--- config.mk ---
export PLATFORM = sky130hd
export DESIGN_NAME = telemetry_framer
export DESIGN_NICKNAME = d
export VERILOG_FILES = /design/src/rtl/tlm_pkg.sv /design/src/rtl/tlm_chk_acc.sv /design/src/rtl/telemetry_framer.sv
export SDC_FILE = /design/constraint.sdc
export NUM_CORES = 1
export LEC_CHECK = 0
export ABC_AREA = 1
export BUFFER_PORTS_ARGS = -buffer_cell sky130_fd_sc_hd__buf_2
export CAP_MARGIN = 0
export CORE_UTILIZATION = 45
export CTS_CLUSTER_SIZE = 25
export DETAILED_ROUTE_END_ITERATION = 12
export PLACE_DENSITY_LB_ADDON = 0.25
export SKIP_LAST_GASP = 1
export SLEW_MARGIN = 20
export SYNTH_ARGS = -nofsm -noshare
export SYNTH_HDL_FRONTEND = slang
export SYNTH_SLANG_ARGS = --single-unit
--- constraint.sdc ---
create_clock -name clk -period 4 [get_ports clk]
set_input_delay 0.4 -clock clk [delete_from_list [all_inputs] [get_ports clk]]
set_output_delay 0.4 -clock clk [all_outputs]
set_load 0.02 [all_outputs]
--- src/rtl/tlm_pkg.sv ---
// Shared types and constants for the telemetry framer: frame states, default sync bytes, CRC-8 step.
package tlm_pkg;

  typedef enum logic [2:0] {IDLE, SYNC0, SYNC1, SEQ, LEN, PAYLOAD, CHK} state_t;

  localparam logic [7:0] SYNC0_DEFAULT = 8'hA5;
  localparam logic [7:0] SYNC1_DEFAULT = 8'h5A;
  localparam logic [7:0] CRC8_POLY     = 8'h07;

  // One byte through CRC-8, MSB first, no reflection.
  function automatic logic [7:0] crc8_byte(input logic [7:0] crc, input logic [7:0] b);
    logic [7:0] c;
    c = crc ^ b;
    for (int i = 0; i < 8; i++) begin
      c = c[7] ? ({c[6:0], 1'b0} ^ CRC8_POLY) : {c[6:0], 1'b0};
    end
    return c;
  endfunction

endpackage

--- src/rtl/tlm_chk_acc.sv ---
// Frame check accumulator. TLM_CRC8_EN selects CRC-8 (poly 0x07); otherwise the
// two's-complement of the byte sum, so covered bytes plus check sum to zero.
module tlm_chk_acc
  import tlm_pkg::*;
(
  input  logic       clk,
  input  logic       rst,
  input  logic       i_clr,
  input  logic       i_en,
  input  logic [7:0] i_byte,
  output logic [7:0] o_check
);

  logic [7:0] r_acc;

  always_ff @(posedge clk) begin
    if (rst || i_clr) begin
      r_acc <= 8'h00;
    end else if (i_en) begin
`ifdef TLM_CRC8_EN
      r_acc <= crc8_byte(r_acc, i_byte);
`else
      r_acc <= r_acc + i_byte;
`endif
    end
  end

`ifdef TLM_CRC8_EN
  assign o_check = r_acc;
`else
  assign o_check = 8'h00 - r_acc;
`endif

endmodule

--- src/rtl/telemetry_framer.sv ---
// Sweeps the register map into a framed byte stream: sync, seq, len, payload, check.
// Check byte type is chosen by TLM_CRC8_EN (see tlm_chk_acc).
module telemetry_framer #(
  parameter logic [7:0] FIRST_ADDR = 8'd1,
  parameter logic [7:0] LAST_ADDR  = 8'd23,
  parameter logic [7:0] SYNC0      = tlm_pkg::SYNC0_DEFAULT,
  parameter logic [7:0] SYNC1      = tlm_pkg::SYNC1_DEFAULT
) (
  input  logic       clk,
  input  logic       rst,
  input  logic       start,
  output logic [7:0] reg_addr,
  input  logic [7:0] reg_data,
  output logic       snap_hold,
  output logic [7:0] out_data,
  output logic       out_valid,
  input  logic       out_ready,
  output logic       busy,
  output logic [7:0] drop_cnt
);

  localparam logic [7:0] LEN_BYTE = LAST_ADDR - FIRST_ADDR + 8'd1;

  // State names the byte currently held in the output register.
  tlm_pkg::state_t r_state, w_state_next;
  logic [7:0] r_out_data, w_out_data_next;
  logic       r_out_valid, w_out_valid_next;
  logic [7:0] r_idx, w_idx_next;
  logic       r_addr_en, w_addr_en_next;
  logic       r_snap_hold, w_snap_hold_next;
  logic [7:0] r_seq, w_seq_next;
  logic [7:0] r_drop_cnt, w_drop_cnt_next;

  logic       w_load;
  logic       w_chk_accept;
  logic       w_begin;
  logic       w_acc_clr;
  logic       w_acc_en;
  logic [7:0] w_acc_byte;
  logic [7:0] w_check;

  tlm_chk_acc u_chk_acc (
    .clk    (clk),
    .rst    (rst),
    .i_clr  (w_acc_clr),
    .i_en   (w_acc_en),
    .i_byte (w_acc_byte),
    .o_check(w_check)
  );

  assign w_load       = !r_out_valid || out_ready;
  assign w_chk_accept = (r_state == tlm_pkg::CHK) && r_out_valid && out_ready;
  assign w_begin      = start && ((r_state == tlm_pkg::IDLE) || w_chk_accept);

  always_comb begin
    w_state_next     = r_state;
    w_out_data_next  = r_out_data;
    w_out_valid_next = r_out_valid;
    w_idx_next       = r_idx;
    w_addr_en_next   = r_addr_en;
    w_snap_hold_next = r_snap_hold;
    w_seq_next       = r_seq;
    w_drop_cnt_next  = r_drop_cnt;
    w_acc_clr        = 1'b0;
    w_acc_en         = 1'b0;
    w_acc_byte       = 8'h00;

    if (w_chk_accept) begin
      w_seq_next = r_seq + 8'd1;
    end

    if (start && (r_state != tlm_pkg::IDLE) && !w_chk_accept && (r_drop_cnt != 8'hFF)) begin
      w_drop_cnt_next = r_drop_cnt + 8'd1;
    end

    if (w_load) begin
      unique case (r_state)
        tlm_pkg::IDLE, tlm_pkg::CHK: begin
          if (w_begin) begin
            w_state_next     = tlm_pkg::SYNC0;
            w_out_data_next  = SYNC0;
            w_out_valid_next = 1'b1;
            w_snap_hold_next = 1'b1;
            w_acc_clr        = 1'b1;
          end else begin
            w_state_next     = tlm_pkg::IDLE;
            w_out_data_next  = 8'h00;
            w_out_valid_next = 1'b0;
          end
        end
        tlm_pkg::SYNC0: begin
          w_state_next    = tlm_pkg::SYNC1;
          w_out_data_next = SYNC1;
        end
        tlm_pkg::SYNC1: begin
          w_state_next    = tlm_pkg::SEQ;
          w_out_data_next = r_seq;
          w_acc_en        = 1'b1;
          w_acc_byte      = r_seq;
        end
        tlm_pkg::SEQ: begin
          w_state_next    = tlm_pkg::LEN;
          w_out_data_next = LEN_BYTE;
          w_acc_en        = 1'b1;
          w_acc_byte      = LEN_BYTE;
          w_idx_next      = FIRST_ADDR;
          w_addr_en_next  = 1'b1;
        end
        tlm_pkg::LEN, tlm_pkg::PAYLOAD: begin
          if (r_addr_en) begin
            w_state_next    = tlm_pkg::PAYLOAD;
            w_out_data_next = reg_data;
            w_acc_en        = 1'b1;
            w_acc_byte      = reg_data;
            if (r_idx == LAST_ADDR) begin
              // Last payload byte captured: upstream may refresh its snapshot.
              w_idx_next       = 8'h00;
              w_addr_en_next   = 1'b0;
              w_snap_hold_next = 1'b0;
            end else begin
              w_idx_next = r_idx + 8'd1;
            end
          end else begin
            w_state_next    = tlm_pkg::CHK;
            w_out_data_next = w_check;
          end
        end
        default: begin
          w_state_next     = tlm_pkg::IDLE;
          w_out_valid_next = 1'b0;
        end
      endcase
    end
  end

  always_ff @(posedge clk) begin
    if (rst) begin
      r_state     <= tlm_pkg::IDLE;
      r_out_data  <= 8'h00;
      r_out_valid <= 1'b0;
      r_idx       <= 8'h00;
      r_addr_en   <= 1'b0;
      r_snap_hold <= 1'b0;
      r_seq       <= 8'h00;
      r_drop_cnt  <= 8'h00;
    end else begin
      r_state     <= w_state_next;
      r_out_data  <= w_out_data_next;
      r_out_valid <= w_out_valid_next;
      r_idx       <= w_idx_next;
      r_addr_en   <= w_addr_en_next;
      r_snap_hold <= w_snap_hold_next;
      r_seq       <= w_seq_next;
      r_drop_cnt  <= w_drop_cnt_next;
    end
  end

  assign reg_addr  = r_addr_en ? r_idx : 8'h00;
  assign snap_hold = r_snap_hold;
  assign out_data  = r_out_data;
  assign out_valid = r_out_valid;
  assign busy      = (r_state != tlm_pkg::IDLE);
  assign drop_cnt  = r_drop_cnt;

endmodule

==> run_results.csv, run 1 <==
group,metric,value,unit
sta,rsz0062_at_grt,"no",
floorplan,dieArea,6970,um^2
cts,cts_sinks,46,
cts,cts-root-buf,"clkbuf_8",
sta,min_period,2.61,ns
drt,wl_per_cell,12.2,um
yosys,synth_edf_count,0,
drt,route.detailed.drc,0,
final_layout,final_cell_mix,"130 x nand2_1, 81 x inv_1, 46 x dfxtp_1, 39 x a21oi_1, 38 x buf_2",
cts,ctsResizeCount,0,
cts,cts_tree,"built",
final_layout,final_common_cell,"nand2_1",
global_routing,grt_first_pass_wirelength,11.9,mm
floorplan,ios,39,
worst_setup_path,crit_family,"simple AND/OR/NAND/NOR gates",
sta,maxSlewViolCount,0,
global_routing,grtUsageMet3,0.0336,
placement,numPortBuffers,38,
floorplan,die_x,83.5,um
cts,cts_hold_buf,0,
global_routing,grt.busiest_layer,"met2",
worst_setup_path,cp-start-kind,"flop",
cts,postCtsSetupBuffers,0,
yosys,postSynthCellCount,475,
yosys,synth_area,2990,um^2
floorplan,coreArea,6390,um^2
yosys,syn_nets,499,
drt,wirelength,7.19,mm
global_routing,overflow,0,
worst_setup_path,critPathMaxStageDelay,0.62,ns
final_layout,diodes,0,
worst_setup_path,crit_slowest_cell,"dfxtp_1",
sta,fmax,383,MHz
cts,cts.clk_slew.worst_paths,0.10,ns
sta,fin_skew,0.0176,ns
final_layout,nNetsFinal,535,
yosys,synthArstFlopShare,0,
drt,drt_pre_antenna_iters,5,
placement,hpwl,5.42,mm
worst_hold_path,hold_start,"out_ready",
worst_setup_path,critPathBufInv,4,
floorplan,row_count,29,
worst_setup_path,critPathMaxFanout,9,
worst_setup_path,cp.required,4.25,ns
global_routing,use_met1,0.290,
worst_setup_path,end_kind,"flop",
drt,ant_nets,0,
yosys,yosysWarnings,0,
yosys,synthFlopType,"dfxtp_1",
placement,dp_worst_setup_slack,1.43,ns
sta,worstMarginPinSlew,0.620,ns
worst_setup_path,crit_arrival,2.86,ns
sta,finalSetupViolations,0,
worst_setup_path,startpoint,"r_state[1]$_SDFFE_PP0N_",
final_layout,drive_gt1_frac,0.129,
power,peakVddDrop,270,uV
global_routing,grt_pass1_vias,2583,
worst_setup_path,crit_chain,"nand2_1 -> inv_1 -> nand2_1 -> o211ai_1 -> nand2_1 -> inv_1 -> ha_1 -> inv_1 -> fa_1 -> inv_1 -> nand2_1 -> a21oi_1 -> nor3_1 -> nand3b_1 -> a21oi_1",
final_layout,final_area,3300,um^2
global_routing,gr-usage-met2,0.335,
yosys,ys_ff_latch,46,
worst_setup_path,crit_type,"reg -> reg",
worst_hold_path,min_path_type,"in -> reg",
drt,drt_iter0_drc,257,
power,p_leak,1.68,nW
cts,cts_made_buffers,5,
sta,hold_ws,0.452,ns
drt,vias_per_cell,5.13,
global_routing,grt_antenna_before_repair,0,
power,power_density,419,nW/um^2
sta,fin_setup_tns,0,ns
yosys,synth.avg_cell_area,6.29,um^2
floorplan,floorplan.initialDensity,0.468,
drt,vias,3017,
yosys,ys_types,39,
cts,ctsLongestPathBuffers,2,
worst_setup_path,reg2reg_from,"r_state[1]$_SDFFE_PP0N_",
sta,hold_viol,0,
placement,place_area,3220,um^2
final_layout,area_growth,10.6,%
global_routing,grt_start_max_net_pins,22,
placement,gp_congestion,0.936,
flow_run,drv_cap,0,
cts,h-tree-depth,2,
sta,relSlewSlack,0.586,
yosys,synth_seq_area_share,0.308,
power,power,1.38,mW
cts,clk_latency,0.31,ns
status,status,"completed",
floorplan,die_y,83.5,um
sta,worst_slack,1.39,ns
sta,min_period_over_period,0.653,
global_routing,grt_usage,0.210,
## report_power, final
part / total [mW] / internal, mW / switching, mW / leakage (nW)
Clock: 0.279 / 0.118 / 0.162 / 0.0438
Sequential: 0.575 / 0.513 / 0.0619 / 0.373
Combinational: 0.529 / 0.157 / 0.372 / 1.26
## logic make-up (layout without fill, tap and decap cells)
| group | count (synthesis) | count (layout) | synth area share |
|---|---|---|---|
| buffers and inverters | 94 | 130 | 0.124 |
| flip-flops | 46 | 46 | 0.308 |
| AO/OA/AOI/OAI | 85 | 85 | 0.157 |
| adder cells (fa/ha/maj) | 12 | 12 | 0.0528 |
| XOR/XNOR | 6 | 6 | 0.0176 |
| AND/OR/NAND/NOR | 232 | 232 | 0.340 |
## worst paths after layout
path         slack, ns                         endpoint  cells after the start
min reg2reg       0.47         out_data[6]$_SDFFE_PP0P_                      2
max               1.39  u_chk_acc.r_acc[4]$_SDFFE_PP0P_                     15
min               0.45          r_state[1]$_SDFFE_PP0N_                      4
max reg2reg       1.39  u_chk_acc.r_acc[4]$_SDFFE_PP0P_                     15
## state kept, by name, indices dropped and copies added (netlist names), 3 cells and up
name             cells
u_chk_acc.r_acc      8
out_data             8
r_idx                8
r_state              3
r_seq                8
drop_cnt             8
## worst register-to-register path: stages (launching register included)
cell and delay (ns):
dfxtp_1 0.62, nand2_1 0.24, inv_1 0.17, nand2_1 0.09, o211ai_1 0.08, nand2_1 0.07, inv_1 0.07, ha_1 0.16
inv_1 0.06, fa_1 0.37, inv_1 0.08, nand2_1 0.07, a21oi_1 0.16, nor3_1 0.06, nand3b_1 0.15, a21oi_1 0.12
## routing by layer
metal  vias to the layer above  wire length (um)
li1                       1591                 -
met2                        87              3160
met5                         -                 0
met3                        13               332
met4                         0               140
met1                      1326              3550
## synthesized netlist by cell type, types with 2 or more instances
cell / n / area (um^2)
nand2_1: 130 / 488
nor3_1: 11 / 55.1
o21ai_0: 31 / 155
inv_2: 3 / 11.3
o21ai_2: 2 / 17.5
nand3_2: 2 / 20.0
o21a_1: 2 / 15.0
buf_2: 4 / 20.0
clkbuf_1: 3 / 11.3
ha_1: 11 / 138
xor2_1: 5 / 43.8
nand4_1: 8 / 50.1
nand3_1: 31 / 155
a21oi_1: 39 / 195
o21ai_1: 2 / 10.0
nor2_2: 2 / 12.5
nand2_2: 5 / 31.3
dfxtp_1: 46 / 921
o211ai_1: 2 / 15.0
inv_1: 81 / 304
nor2_1: 37 / 139
## final cells by class
type                    instances  area (um^2)
clock buffers                   5         68.8
clock inverters                 2         10.0
fillers                       646         3080
inverters                      85          322
multi-input cells             335         1700
flip-flops and latches         46          921
well taps                      77         96.3
repair buffers                 38          190
## per-stage QoR
step	std cells	utilization
after floorplan	475	-
after global placement	581	0.505
after detailed placement	581	0.505
after CTS	588	0.517
after global routing	588	0.517
final	588	0.517
No activity file was read; power rests on OpenSTA's default activity.
==> inputs of run 2 (changes only) <==
clock period = 2.44 ns   (was 4 ns; I/O delays follow)
==> run 2 against run 1 <==
Against the previous run:
- clock skew decreased by 0.012 ns
- via count hardly changed
- die area unchanged
- largest cell class unchanged
- highest routed layer unchanged
==> run_results.csv, run 2 (synthesis results as in run 1) <==
group,metric,value,unit
cts,ctsResizeCount,0,
status,status,"completed",
sta,relSlewSlack,0.732,
cts,clk_latency,0.31,ns
cts,h-tree-depth,2,
cts,ctsLongestPathBuffers,2,
worst_setup_path,cp.required,2.69,ns
global_routing,grt_antenna_before_repair,0,
floorplan,die_x,83.5,um
sta,min_period_over_period,0.925,
power,power_density,697,nW/um^2
global_routing,grt_start_max_net_pins,22,
global_routing,grt_first_pass_wirelength,12.0,mm
sta,worstMarginPinSlew,0.403,ns
drt,ant_nets,0,
drt,drt_iter0_drc,256,
final_layout,diodes,0,
worst_setup_path,end_kind,"flop",
cts,cts_tree,"built",
worst_setup_path,startpoint,"r_state[1]$_SDFFE_PP0N_",
cts,cts_made_buffers,5,
power,power,2.37,mW
worst_hold_path,hold_start,"start",
final_layout,area_growth,13.8,%
placement,dp_worst_setup_slack,0.0985,ns
global_routing,overflow,0,
cts,cts.clk_slew.worst_paths,0.09,ns
placement,gp_congestion,0.903,
sta,worst_slack,0.183,ns
drt,drt_pre_antenna_iters,5,
worst_setup_path,timing.rr.end,"u_chk_acc.r_acc[7]$_SDFFE_PP0P_",
floorplan,dieArea,6970,um^2
worst_setup_path,crit_type,"reg -> reg",
drt,vias,3018,
sta,fin_setup_tns,0,ns
global_routing,grt_usage,0.213,
sta,finalSetupViolations,0,
floorplan,coreArea,6390,um^2
drt,route.detailed.drc,0,
final_layout,num-fill-cells,679,
sta,hold_ws,0.324,ns
cts,cts_hold_buf,0,
floorplan,die_y,83.5,um
cts,cts-root-buf,"clkbuf_8",
sta,fin_skew,0.00571,ns
final_layout,final_cell_mix,"129 x nand2_1, 81 x inv_1, 43 x dfxtp_1, 38 x a21oi_1, 38 x buf_2",
final_layout,final_common_cell,"nand2_1",
sta,hold_viol,0,
worst_setup_path,crit_arrival,2.51,ns
flow_run,drv_cap,0,
cts,cts_sinks,46,
global_routing,grt_pass1_vias,2639,
drt,wirelength,7.22,mm
final_layout,register_area,925,um^2
placement,dpl.cell_count,590,
floorplan,floorplan.initialDensity,0.468,
sta,min_period,2.26,ns
power,peakVddDrop,518,uV
worst_setup_path,critPathMaxFanout,9,
worst_hold_path,min_path_type,"in -> reg",
worst_hold_path,min_to,"snap_hold$_SDFFE_PP0P_",
worst_setup_path,r2r_slack,0.18,ns
drt,vias_per_cell,5.05,
final_layout,nNetsFinal,544,
worst_hold_path,min_path_cells,3,
drt,wl_per_cell,12.1,um
worst_setup_path,cp-start-kind,"flop",
final_layout,multi_input_area,1710,um^2
sta,rsz0062_at_grt,"yes",
sta,maxSlewViolCount,0,
worst_setup_path,reg2reg_from,"r_state[1]$_SDFFE_PP0N_",
sta,fmax,443,MHz
worst_setup_path,ff2ff_path_depth,16,
placement,hpwl,5.59,mm
power,p_leak,1.73,nW
final_layout,finalNonFillerCells,598,
floorplan,ios,39,
placement,numPortBuffers,38,
cts,postCtsSetupBuffers,0,
floorplan,row_count,29,
final_layout,drive_gt1_frac,0.157,
-- run 2: changes by cell type in the layout (fill, tap and decap cells not counted), sizes merged --
| cell | before | now |
|---|---|---|
| buf | 38 | 47 |
| clkinvlp | 0 | 1 |
-- run 2: final cells by class --
class	instances	area share
multi-input cells	335	0.503
clock buffers	5	0.0202
well taps	77	0.0283
repair buffers	47	0.0758
clock inverters	3	0.00626
inverters	85	0.0946
flip-flops and latches	46	0.272
-- run 2: worst max path at each step --
stage                                       to
2_1_floorplan  u_chk_acc.r_acc[7]$_SDFFE_PP0P_
3_3_place_gp   u_chk_acc.r_acc[7]$_SDFFE_PP0P_
3_5_place_dp   u_chk_acc.r_acc[7]$_SDFFE_PP0P_
4_1_cts        u_chk_acc.r_acc[7]$_SDFFE_PP0P_
5_1_grt        u_chk_acc.r_acc[7]$_SDFFE_PP0P_
6_report       u_chk_acc.r_acc[7]$_SDFFE_PP0P_
-- run 2: through the flow --
stage,utilization,cell area [um^2]
after floorplan,-,2990
after global placement,0.515,3290
after detailed placement,0.515,3290
after CTS,0.530,3380
after global routing,0.532,3400
final,0.532,3400
-- run 2: per-layer routing --
metal,up-vias,routed length [um],GRT usage
li1,1606,-,-
met1,1339,3550,0.286
met2,65,3310,0.353
met3,8,282,0.0435
met4,0,73,0.0462
met5,-,0,0
-- run 2: where the power goes --
group          internal [mW]  switching (mW)  total (mW)
Combinational          0.301           0.650       0.950
Sequential             0.844          0.0873       0.932
Clock                  0.202           0.285       0.486
Total                   1.35            1.02        2.37
-- run 2: worst max-delay path, cell delays in order, from the launching register on --
cell	delay [ns]
dfxtp_2	0.38
buf_4	0.17
nor2_8	0.15
nand2_4	0.09
o21ai_0	0.21
inv_1	0.06
nor2_1	0.13
ha_1	0.29
nand2_1	0.10
inv_1	0.05
a21oi_1	0.17
nand2_1	0.07
nand2_1	0.08
nand3_1	0.07
nand2_1	0.06
inv_1	0.03
nor2_1	0.08
